==> src/rtl/wave_uart_sched.sv <==
// Sample scheduler: issues the periodic generator advance strobe, captures the
// resulting 10-bit sample and streams it to the UART TX as a 3-byte frame
// (sync, sign-extended high bits, low byte). Ticks that arrive while a frame is
// still in flight are dropped and counted.
module wave_uart_sched #(
  parameter int unsigned DIV_W     = 16,
  parameter logic [7:0]  SYNC_BYTE = 8'hA5
) (
  input  logic             clk,
  input  logic             rst_n,
  input  logic             en,
  input  logic [DIV_W-1:0] div,
  input  logic             clr_ovr,
  input  logic [9:0]       sample_in,
  output logic             gen_ce,
  output logic [7:0]       tx_data,
  output logic             tx_valid,
  input  logic             tx_ready,
  output logic             busy,
  output logic [7:0]       overrun_cnt
);

  typedef enum logic [2:0] {
    S_IDLE,
    S_CAPT,
    S_SYNC,
    S_HI,
    S_LO
  } state_t;

  state_t           state_q;
  logic [DIV_W-1:0] cnt_q, cnt_d;
  logic             gen_ce_q, gen_ce_d;
  logic [9:0]       smp_q;
  logic [7:0]       tx_data_q;
  logic             tx_valid_q;
  logic [7:0]       ovr_q, ovr_d;
  logic             accept;

  assign accept      = tx_valid_q & tx_ready;
  assign gen_ce      = gen_ce_q;
  assign tx_data     = tx_data_q;
  assign tx_valid    = tx_valid_q;
  assign busy        = (state_q != S_IDLE);
  assign overrun_cnt = ovr_q;

  // Divider next state; >= lets a lowered div take effect without wrapping.
  always_comb begin
    cnt_d    = '0;
    gen_ce_d = 1'b0;
    if (en) begin
      if (cnt_q >= div) begin
        cnt_d    = '0;
        gen_ce_d = 1'b1;
      end else begin
        cnt_d    = cnt_q + 1'b1;
        gen_ce_d = 1'b0;
      end
    end
  end

  // Overrun counter next state: clear wins over a dropped tick, saturates at 255.
  always_comb begin
    ovr_d = ovr_q;
    if (clr_ovr) begin
      ovr_d = '0;
    end else if (gen_ce_q && (state_q != S_IDLE) && (ovr_q != '1)) begin
      ovr_d = ovr_q + 8'd1;
    end
  end

  // Divider and overrun registers.
  always_ff @(posedge clk) begin
    if (!rst_n) begin
      cnt_q    <= '0;
      gen_ce_q <= 1'b0;
      ovr_q    <= '0;
    end else begin
      cnt_q    <= cnt_d;
      gen_ce_q <= gen_ce_d;
      ovr_q    <= ovr_d;
    end
  end

  // Frame FSM with registered TX outputs; tx_valid stays high across all three bytes.
  always_ff @(posedge clk) begin
    if (!rst_n) begin
      state_q    <= S_IDLE;
      smp_q      <= '0;
      tx_data_q  <= '0;
      tx_valid_q <= 1'b0;
    end else begin
      case (state_q)
        S_IDLE: begin
          if (gen_ce_q) state_q <= S_CAPT;
        end
        S_CAPT: begin
          smp_q      <= sample_in;
          tx_data_q  <= SYNC_BYTE;
          tx_valid_q <= 1'b1;
          state_q    <= S_SYNC;
        end
        S_SYNC: begin
          if (accept) begin
            tx_data_q <= {{6{smp_q[9]}}, smp_q[9:8]};
            state_q   <= S_HI;
          end
        end
        S_HI: begin
          if (accept) begin
            tx_data_q <= smp_q[7:0];
            state_q   <= S_LO;
          end
        end
        S_LO: begin
          if (accept) begin
            tx_valid_q <= 1'b0;
            state_q    <= S_IDLE;
          end
        end
        default: begin
          tx_valid_q <= 1'b0;
          state_q    <= S_IDLE;
        end
      endcase
    end
  end

endmodule

==> config.mk <==
export PLATFORM = sky130hd
export DESIGN_NAME = wave_uart_sched
export DESIGN_NICKNAME = d
export VERILOG_FILES = /design/src/rtl/wave_uart_sched.sv
export SDC_FILE = /design/constraint.sdc
export NUM_CORES = 1
export LEC_CHECK = 0
export CORE_MARGIN = 10
export CORE_UTILIZATION = 56
export DETAILED_ROUTE_END_ITERATION = 12
export DONT_BUFFER_PORTS = 1
export PLACE_DENSITY = 0.73
export SLEW_MARGIN = 10
export SYNTH_ARGS = -nofsm -noshare
export SYNTH_HDL_FRONTEND = slang
export SYNTH_SLANG_ARGS = --single-unit
==> constraint.sdc <==
create_clock -name clk -period 1.75 [get_ports clk]
set_input_delay 0.35 -clock clk [delete_from_list [all_inputs] [get_ports clk]]
set_output_delay 0.35 -clock clk [all_outputs]
set_load 0.02 [all_outputs]
**Word-level counts from Yosys, hierarchy flattened**

Cells that the tools add are included.

- Register bits: 47
- Input bits: 31
- Logic and storage cells: 46

- Add/subtract/negate cells: 2
- Magnitude comparators: 1
- Equal/unequal tests: 9
- Mux-type cells: 11
- Bitwise logic cells: 4
- Reductions and logical operators: 12

Operator list:

| kind | count |
|---|---|
| $pmux 8 s3 | 1 |
| $add 16x1->16 const B | 1 |
| $ge 16x16->1 | 1 |
| $mux 8 | 2 |
| $pmux 3 s5 | 1 |
| $mux 3 | 4 |
| $add 8x1->8 const B | 1 |
| $ne 2x2->1 const B | 4 |
| $ne 8x8->1 const B | 1 |
| $eq 3x2->1 const B | 2 |
| $reduce_bool 3->1 | 2 |
| $reduce_or 3->1 | 2 |
| $reduce_and 2->1 | 2 |
| $reduce_and 4->1 | 1 |
| $eq 3x1->1 const B | 1 |
| $eq 3x3->1 const B | 1 |
| $logic_not 3->1 | 1 |
| $not 1->1 | 3 |
| $pmux 1 s3 | 1 |
| $reduce_and 3->1 | 1 |
| $logic_and 1x1->1 | 2 |
| $mux 1 | 2 |
| $reduce_or 2->1 | 1 |
| $and 1x1->1 | 1 |

**Logic depth before layout (Yosys ltp)**

Gate-level depths: netlist of run 1.

- Word-level depth: 4
- Mapped depth: 7
- Depth with buffers taken out: 6

**Worst setup path before layout of run 1**

Ideal clock, no wire load.

- Path type: input-to-reg
- From: in div[11]
- To: reg cnt_q[11]
- Arrival time: 1.637 ns
- Data required time: 1.618 ns
- Setup slack: -0.018 ns
- Cell stages on the path: 7
- Cells stage by stage: inv_1 > ha_1 > nand2_1 > o21a_1 > o2bb2ai_1 > clkbuf_1 > nor3_1

- Cells in the longest elaborated chain, start to end: 2

Ends and longest elaborated chain:

| item | RTL line | text |
|---|---|---|
| from (decl) | 12 | `input logic [DIV_W-1:0] div,` |
| $ge 16x16->1 | 52 | `if (cnt_q >= div) begin` |
| $reduce_or 3->1 (no source line) | n/a |  |
| to (signal assigned) | 79 | `cnt_q <= cnt_d;` |
| to (decl) | 32 | `logic [DIV_W-1:0] cnt_q, cnt_d;` |

No other way between the ends.
A chain may end at the register's enable or synchronous reset.

**Worst setup path in the final report of run 1**

- From: reg cnt_q[0]
- To: reg cnt_q[10]

- Cells in the longest elaborated chain, start to end: 2
- Elaborated cells on any way between the ends: 3

Ends and longest elaborated chain:

| item | RTL line |
|---|---|
| $ge 16x16->1 | 52 |
| $reduce_or 3->1 (no source line) | n/a |

Several ways; a longest one is shown, not always the timed one.

==> summary.txt, run 1 <==
Placed design
  • Number of port buffers: 0
  • Gpl congestion: 0.8121
  • Placed insts: 341
  • Post-DP HPWL: 3981 um

Worst setup path
  • Kind of critical path: register to register
  • Critical Path AT: 1.89 ns
  • Crit path max fanout: 16
  • Worst reg2reg endpoint: cnt_q[10]$_SDFF_PP0_
  • Worst Reg-to-Reg Cells: 7
  • Origin of the critical flop-to-flop path: cnt_q[0]$_SDFF_PP0_
  • CP delay by family, top: compound AO/OA/AOI/OAI gates
  • Critical-path top delay cell: dfxtp_2
  • Startpoint types: register
  • CP Data Required Time: 1.97 ns
  • Reg2Reg Setup Slack: 0.08 ns
  • CP max stage delay: 0.34 ns
  • CP Buf/Inv Count: 2
  • Worst setup EP type: register
  • Worst path cell trace: inv_1, ha_1, nor3b_1, o21ai_1, a211o_1, buf_12, nor3_2

GRT
  • Initial antenna violation count: 0
  • Remaining Overflow, GRT: 0
  • GRT Util Overall: 0.1475
  • Largest net degree at the start of global routing: 25
  • First-pass GRT wire length: 8997 um
  • Vias in the first global route: 1848

Synth
  • Post-synthesis cell count: 276
  • Synth Cell Area: 0.002401 mm2
  • Synth cell types: 40
  • Ranking of synthesized cells by area: dfxtp_1 (39%), ha_1 (9.4%), mux2i_1 (5.4%)
  • Syn. warnings: 0
  • Yosys reg bits: 47
  • Area share of the largest cell type after synthesis: 0.3919
  • Synth Area per Inst: 8.699 um2
  • Syn_nets: 325
  • Part of the Yosys area used for sequential elements: 0.3919
  • Largest area contributor in the netlist: dfxtp_1

STA
  • Final worst-path cycle share: 0.9521
  • Setup violations, final: 0
  • Period minus WS final: 1.666 ns
  • Unrepaired setup endpoints after global routing: no
  • Max_slew headroom: 0.6892
  • Max Slew Vio Count: 0
  • Post-Route Setup TNS: 0 ns
  • Fmax: 600.2 MHz
  • Actual slew at the worst max-slew pin: 0.4601 ns
  • Setup Skew: 0.006023 ns
  • Final Hold Fails: 0

Floorplan
  • CORE AREA: 0.004086 mm2
  • Die Footprint: 0.007307 mm2
  • Chip height: 85.48 um
  • IO Pins: 50
  • Site Rows: 23
  • Die X: 85.48 um
  • Initial core utilization: 0.5876

Pwr
  • P_leak: 1.048 nW
  • Power Dens Cells: 663.2 mW/mm2
  • Max VDD drop: 0.4105 mV

Detailed routing
  • Via Count: 1989
  • Via density: 5.699
  • Routed len/inst: 15.54 um
  • WL final: 5422 um
  • Routed Antenna Nets: 0
  • Drt first pass iters: 4
  • # DRC: 0
  • 1st-iter DRT viols: 87

Layout
  • Final core utilization: 0.6785
  • Antenna diodes: 0
  • Synth-to-layout area growth: 15.48%
  • Finished Layout Cells: 349
  • Share of cells above drive strength 1: 0.1572
  • Nets: 347

Run status
  • Status: finished clean

Job
  • Max-cap violations: 0

Clock tree
  • CTS tree: yes
  • Worst skew pair latency: 0.30 ns
  • H-tree Lvls: 2
  • Clock Tree Buf Depth: 2
  • Clock root cell: clkbuf_8
  • Clock input transition at the sequential cells of the worst setup and hold paths: 0.10 ns
  • Hold-fix buffers at CTS: 0
  • CTS Sinks: 47
  • Num CTS Buffers: 5
  • # Post-CTS Setup Buffers: 0

Hold path
  • Hold Path Class: primary input to register
  • Worst Min Path Start: rst_n
  • Min-Delay Endpoint: tx_valid$_SDFFE_PN0P_
  • Hold path depth: 1
[Yosys cell counts (all sizes together)]
cell type / count
a211o: 1
a211oi: 3
a21bo: 1
a21o: 1
a21oi: 21
a221oi: 1
a31o: 1
a32oi: 1
a41o: 1
a41oi: 1
and2: 2
and4: 1
buf: 5
clkbuf: 3
dfxtp: 47
ha: 18
inv: 25
mux2i: 13
nand2: 14
nand2b: 2
nand3: 8
nand4: 9
nor2: 18
nor2b: 12
nor3: 20
nor3b: 3
nor4: 3
o211a: 1
o211ai: 1
o21a: 1
o21ai: 12
o2bb2ai: 2
o311a: 1
o31ai: 4
or3: 2
or4: 3
xnor2: 13
xor2: 1
[cells in the final DEF, fill, tap and decap left out, types with 9 or more instances in the layout]
| cell type | netlist | final |
|---|---|---|
| a21oi_1 | 21 | 21 |
| buf_4 | 0 | 22 |
| dfxtp_1 | 47 | 43 |
| ha_1 | 18 | 16 |
| inv_1 | 25 | 25 |
| mux2i_1 | 13 | 13 |
| nand2_1 | 14 | 14 |
| nand4_1 | 9 | 9 |
| nor2_1 | 17 | 17 |
| nor2b_1 | 12 | 12 |
| nor3_1 | 20 | 17 |
| o21ai_0 | 12 | 11 |
| xnor2_1 | 13 | 13 |
[report_power, final]
part | internal (W) | total (W) | switching [W]
clock network | 0.000296 | 0.000699 | 0.000402
logic | 0.0000317 | 0.0000674 | 0.0000357
registers | 0.00107 | 0.00107 | 0.00000171
[how the worst max path moves through the flow]
stage	cells after the start	end	start	slack [ns]
4_1_cts	6	cnt_q[10]$_SDFF_PP0_	cnt_q[10]$_SDFF_PP0_	0.0005
6_report	7	cnt_q[10]$_SDFF_PP0_	cnt_q[0]$_SDFF_PP0_	0.08
5_1_grt	6	cnt_q[13]$_SDFF_PP0_	cnt_q[7]$_SDFF_PP0_	0.008
3_5_place_dp	7	cnt_q[10]$_SDFF_PP0_	div[15]	0.05
2_1_floorplan	7	cnt_q[11]$_SDFF_PP0_	div[15]	0.02
3_3_place_gp	7	cnt_q[5]$_SDFF_PP0_	div[15]	0.07
[worst register-to-register path, stage by stage, from the launching register on]
cell	delay [ns]
dfxtp_2	0.34
inv_1	0.04
ha_1	0.26
nor3b_1	0.18
o21ai_1	0.11
a211o_1	0.33
buf_12	0.16
nor3_2	0.17
[logic make-up after synthesis]
group                      Yosys count  synth area share
buffers and inverters               33           0.05367
muxes                               13           0.05419
AOI/OAI and AO/OA                   54            0.1423
xor gates and xnor gates            14           0.05107
adders and majority gates           18           0.09380
DFF                                 47            0.3919
and+or+nand+nor                     97            0.2131
[what timing repair did]
item,CTS,global route
resized for setup,0,11
endpoints found under the setup margin,0,16
endpoints found under the hold margin,0,0
[routing by layer]
layer,GRT usage,vias to the layer above,wire length [um]
li1,-,1028,-
met1,0.1887,895,2365
met2,0.2255,64,2591
met3,0.05258,2,429
met4,0.04491,0,36
met5,0,-,0
[flip-flops by register name (all words and copies together) (netlist names)]
register,cells
cnt_q,16
smp_q,10
overrun_cnt,8
tx_data,8
state_q,3
gen_ce,1
tx_valid,1
[per-stage QoR]
step                area (um2)  total power, W  setup WS (ns)  hold WS, ns
global route              2773        0.001911       0.007828       0.1527
CTS                       2723        0.001844      0.0005078       0.1580
floorplan                 2416        0.001147        0.01629       0.4339
global placement          2626        0.001159        0.06519       0.4428
detailed placement        2626        0.001161        0.04511       0.4470
finish                    2773        0.001839        0.08376       0.1635
[cell type report]
class                   count  area [um2]
multi-input cells         196        1389
fillers                   325        1314
flip-flops and latches     47       945.9
repair buffers             23       185.2
inverters                  25       93.84
clock buffers               5       68.82
well taps                  50       62.56
clock inverters             3       27.53
Power figures use the tool's default switching activity.
==> inputs of run 2 (changes only) <==
- clock period: 1.75 -> 1.48 ns (I/O delays scaled with it)
==> run 2 against run 1 <==
Against the previous run:
- the run now ends with negative setup slack left
- combinational power grew 50%
- flip-flop and latch count is the same
- count of clock-buffer cells in the layout stayed put
==> summary.txt, run 2 (same netlist as run 1, synthesis figures left out) <==
Layout
  • Share of cells above drive strength 1: 0.3528
  • Post-route cell area: 0.003286 mm2
  • Biggest regs: cnt_q (16), smp_q (10)
  • Antenna diodes: 0
  • Max reg flops: 16
  • Synth-to-layout area growth: 36.84%
  • Largest Register: cnt_q
  • Final core utilization: 0.8040
  • # fillers: 266
  • Most frequent cells in the layout: buf_4 (40), dfxtp_1 (28), inv_1 (23)
  • Nets: 374
  • Most common cell after layout, fill and taps aside: buf_4

Detailed routing
  • Via Count: 2192
  • Routed Antenna Nets: 0
  • Via density: 5.830
  • # DRC: 0
  • 1st-iter DRT viols: 87
  • Drt first pass iters: 4
  • Routed len/inst: 17.09 um
  • WL final: 6424 um

STA
  • Max Slew Vio Count: 0
  • Unrepaired setup endpoints after global routing: yes
  • Fmax: 563.6 MHz
  • Final worst-path cycle share: 1.199
  • Period minus WS final: 1.774 ns
  • Final WS setup: -0.2943 ns
  • Final Hold Fails: 0
  • Setup Skew: 0.008964 ns
  • Actual slew at the worst max-slew pin: 0.4783 ns
  • Max_slew headroom: 0.6769
  • Setup violations, final: 18

Worst setup path
  • Worst path cell trace: ha_4, nand4_1, nor4_4, a211o_1, buf_6, nor3_2
  • Startpoint types: register
  • Critical-path top delay cell: dfxtp_4
  • Worst reg2reg endpoint: cnt_q[7]$_SDFF_PP0_
  • CP Data Required Time: 1.67 ns
  • Kind of critical path: register to register
  • CP max stage delay: 0.37 ns
  • CP startpoint: cnt_q[10]$_SDFF_PP0_
  • Critical Path Sink: cnt_q[7]$_SDFF_PP0_
  • Worst setup EP type: register
  • Worst Reg-to-Reg Cells: 6
  • Reg2Reg Setup Slack: -0.29 ns
  • Origin of the critical flop-to-flop path: cnt_q[10]$_SDFF_PP0_
  • Crit path max fanout: 8
  • Critical Path AT: 1.97 ns

Pwr
  • Power Dens Cells: 705.0 mW/mm2
  • Max VDD drop: 0.5552 mV
  • P_leak: 1.222 nW
  • Pwr Total: 0.002316 W

Placed design
  • Gpl congestion: 0.8278
  • Worst slack, placed: -0.2078 ns
  • Number of port buffers: 0
  • Post-DP HPWL: 4356 um
  • Post-DP Area: 0.002841 mm2

Clock tree
  • CTS tree: yes
  • Clock input transition at the sequential cells of the worst setup and hold paths: 0.09 ns
  • Num CTS Buffers: 5
  • CTS Sinks: 47
  • H-tree Lvls: 2
  • Clock root cell: clkbuf_8
  • Worst skew pair latency: 0.30 ns
  • Clock Tree Buf Depth: 2

Floorplan
  • IO Pins: 50
  • Site Rows: 23
  • Die Footprint: 0.007307 mm2
  • Die X: 85.48 um
  • Initial core utilization: 0.5876
  • CORE AREA: 0.004086 mm2
  • Chip height: 85.48 um

GRT
  • First-pass GRT wire length: 9639 um
  • Remaining Overflow, GRT: 0
  • Met3 usage: 0.05641
  • Met1 usage: 0.1737
  • Most Used Layer, Global Route: met2
  • Largest net degree at the start of global routing: 25
  • Initial antenna violation count: 0
  • M2 GR Usage: 0.2779
  • Vias in the first global route: 2099
  • GRT Util Overall: 0.1578

Run status
  • Failing checks: negative setup slack
  • Status: complete, but fails checks

Hold path
  • Hold Path Class: primary input to register

Job
  • Max-cap violations: 0
-- run 2: cell count changes in the layout (fill, tap and decap cells not counted), moves of 3 or more --
cell and delta:
nor3_2 +6, buf_4 +18, ha_1 -8, dfxtp_1 -15, dfxtp_2 +13, ha_4 +8, nor3_1 -6, buf_6 +6
a21oi_1 -3, a21oi_2 +3
-- run 2: per-layer routing --
layer / vias up / wire length (um)
met1: 1031 / 2536
met4: 0 / 113
met3: 11 / 417
met2: 67 / 3357
met5: - / 0
li1: 1083 / -
-- run 2: repair_timing --
action                     CTS  global route
buffers inserted             3             4
hold endpoints to repair     0             0
hold buffers                 0             0
gates resized for setup     17            29
pin swaps                    4            13
cloned                       0             2
setup endpoints to repair   21            31
-- run 2: critical path: cells and delay by family (launching register included) --
family          cells  cell delay (ns)
fa+ha+maj           1             0.26
flops               1             0.37
compound gates      1             0.23
simple gates        3             0.64
buf+inv             1             0.16
-- run 2: cell type report --
class,count,area (um2),share of cell area
Clock buffer,5,68.82,0.02094
Clock inverter,3,43.79,0.01333
Tap cell,50,62.56,0.01904
Inverter,25,93.84,0.02856
Sequential cell,47,969.7,0.2951
Multi-Input combinational cell,196,1589,0.4836
Timing Repair Buffer,50,457.9,0.1394
-- run 2: how the worst min path moves through the flow --
stage / startpoint / to / slack [ns] / cells after the start
global route: en / gen_ce$_SDFF_PN0_ / 0.10 / 1
global placement: rst_n / tx_valid$_SDFFE_PN0P_ / 0.42 / 1
detailed placement: rst_n / tx_valid$_SDFFE_PN0P_ / 0.43 / 1
finish: en / gen_ce$_SDFF_PN0_ / 0.12 / 1
floorplan: rst_n / smp_q[0]$_SDFFE_PN0P_ / 0.42 / 1
CTS: en / gen_ce$_SDFF_PN0_ / 0.11 / 1
-- run 2: stage by stage --
| step | instances | setup TNS, ns | hold slack, ns |
|---|---|---|---|
| floorplan | 276 | -0.7843 | 0.4242 |
| global placement | 359 | -1.796 | 0.4244 |
| detailed placement | 359 | -2.737 | 0.4315 |
| CTS | 370 | -2.333 | 0.1140 |
| global route | 376 | -5.913 | 0.1013 |
| finish | 376 | -4.873 | 0.1203 |
-- run 2: report_power, final --
part | total [W] | internal [W] | switching (W) | leakage [nW]
combinational | 0.000101 | 0.0000466 | 0.0000547 | 0.775
clock | 0.000951 | 0.000503 | 0.000448 | 0.0581
sequential | 0.00126 | 0.00126 | 0.00000189 | 0.389
==> inputs of run 3 (changes only) <==
- CTS_CLUSTER_SIZE: not set -> 28
- GPL_TIMING_DRIVEN: not set -> 0
==> run 3 against run 2 <==
Against the previous run:
- highest routed layer unchanged
- final area is 3.3% lower
- final cell count is 5.6% lower
- largest power group unchanged
- critical endpoint is now cnt_q[0]$_SDFF_PP0_
- the run still ends with negative setup slack left
- flip-flop and latch count stayed put
- clock power is 18% lower
- non-clock buffer count is 20 lower
- register-to-register slack better by 0.05 ns
- hold slack worse by 0.0088 ns
- wire length is 3.7% lower
- via count is 6.4% lower
==> summary.txt, run 3 (same netlist as run 1, synthesis figures left out) <==
STA
  • Final Hold Fails: 0
  • Final worst-path cycle share: 1.164
  • Max Slew Vio Count: 0
  • Period minus WS final: 1.722 ns
  • Hold Slack: 0.1116 ns
  • Setup Skew: 0.006038 ns
  • Max_slew headroom: 0.7245
  • Post-Route Setup TNS: -2.956 ns
  • Final WS setup: -0.2423 ns
  • Setup violations, final: 20
  • Unrepaired setup endpoints after global routing: yes
  • Actual slew at the worst max-slew pin: 0.4132 ns
  • Fmax: 580.6 MHz

Detailed routing
  • WL final: 6184 um
  • Routed Antenna Nets: 0
  • Via Count: 2052
  • # DRC: 0
  • 1st-iter DRT viols: 86
  • Routed len/inst: 17.42 um
  • Drt first pass iters: 6
  • Via density: 5.780

Placed design
  • Gpl congestion: 0.8056
  • Number of port buffers: 0
  • Post-DP HPWL: 3977 um
  • Placed insts: 326
  • Post-DP Area: 0.002551 mm2

Layout
  • Finished Layout Cells: 355
  • Most frequent cells in the layout: dfxtp_1 (23), inv_1 (22), buf_4 (19)
  • Most common cell after layout, fill and taps aside: dfxtp_1
  • Nets: 354
  • Share of cells above drive strength 1: 0.3672
  • Synth-to-layout area growth: 32.36%
  • # fillers: 276
  • Biggest regs: cnt_q (16), smp_q (10)
  • Post-route cell area: 0.003178 mm2
  • Max reg flops: 16
  • Antenna diodes: 0
  • Largest Register: cnt_q

Floorplan
  • Die X: 85.48 um
  • Die Footprint: 0.007307 mm2
  • Site Rows: 23
  • Chip height: 85.48 um
  • IO Pins: 50
  • CORE AREA: 0.004086 mm2
  • Initial core utilization: 0.5876

GRT
  • Remaining Overflow, GRT: 0
  • M2 GR Usage: 0.2677
  • GRT Util Overall: 0.1592
  • Initial antenna violation count: 0
  • Largest net degree at the start of global routing: 14
  • Met1 usage: 0.1783
  • First-pass GRT wire length: 9639 um
  • Most Used Layer, Global Route: met2
  • Met3 usage: 0.05163
  • Vias in the first global route: 2057

Pwr
  • P_leak: 1.104 nW
  • Power Dens Cells: 677.3 mW/mm2
  • Pwr Total: 0.002152 W
  • Max VDD drop: 0.3732 mV

Run status
  • Failing checks: negative setup slack
  • Status: complete, but fails checks

Worst setup path
  • Crit path max fanout: 5
  • Critical Path AT: 1.92 ns
  • Worst setup EP type: register
  • Startpoint types: register
  • CP Data Required Time: 1.68 ns
  • Kind of critical path: register to register

Clock tree
  • CTS tree: yes
  • Hold-fix buffers at CTS: 0
  • Clock Tree Buf Depth: 2
  • H-tree Lvls: 2
  • Num CTS Buffers: 5
  • Clock input transition at the sequential cells of the worst setup and hold paths: 0.08 ns
  • Worst skew pair latency: 0.30 ns
  • Clock root cell: clkbuf_8
  • CTS Sinks: 47

Hold path
  • Hold Path Class: primary input to register

Job
  • Max-cap violations: 0
==> run 3: power by group <==
part / internal, W / total [W] / switching, W
Clock: 0.000367 / 0.000776 / 0.000409
Sequential: 0.00125 / 0.00125 / 0.00000281
Combinational: 0.0000597 / 0.000127 / 0.0000676
==> run 3: worst max-delay path, cell delays in order, from the launching register on <==
cell,delay (ns)
dfxtp_2,0.35
ha_1,0.26
o21ai_0,0.14
o21ai_1,0.11
a211o_2,0.41
clkbuf_16,0.19
nor3_2,0.17
==> run 3: layout make-up <==
class	count	area, um2	share of cell area
clock inverters	1	5.005	0.001575
inverters	25	93.84	0.02953
flip-flops and latches	47	998.5	0.3142
multi-input cells	196	1663	0.5232
repair buffers	22	205.2	0.06457
plain buffers	8	67.56	0.02126
well taps	50	62.56	0.01969
clock buffers	6	82.58	0.02598
==> run 3: through the flow <==
step / setup slack, ns / utilization
finish: -0.2423 / 0.7777
global route: -0.3024 / 0.7777
CTS: -0.2077 / 0.7122
detailed placement: -0.3285 / 0.6243
global placement: -0.2910 / 0.6243
floorplan: -0.08481 / -
==> run 3: what timing repair did <==
action                                  4_1_cts  5_1_grt
hold endpoints to repair                      0        0
gates cloned                                  2        0
resized for setup                            42       40
buffers inserted                             11        9
pin swaps                                     9       15
endpoints found under the setup margin       33       36
==> run 3: worst paths after layout <==
check                                            from                      end  slack, ns  cells past startpoint
worst max register to register    cnt_q[1]$_SDFF_PP0_      cnt_q[0]$_SDFF_PP0_      -0.24                      6
worst max-delay path              cnt_q[1]$_SDFF_PP0_      cnt_q[0]$_SDFF_PP0_      -0.24                      6
worst min register to register  smp_q[5]$_SDFFE_PN0P_  tx_data[5]$_SDFFE_PN0P_       0.47                      2
worst min-delay path                               en        gen_ce$_SDFF_PN0_       0.11                      1
==> run 3: layer usage <==
metal,wire length (um),vias to the layer above
met1,2501,948
met2,3227,58
li1,-,1039
met5,0,-
met3,378,7
met4,77,0
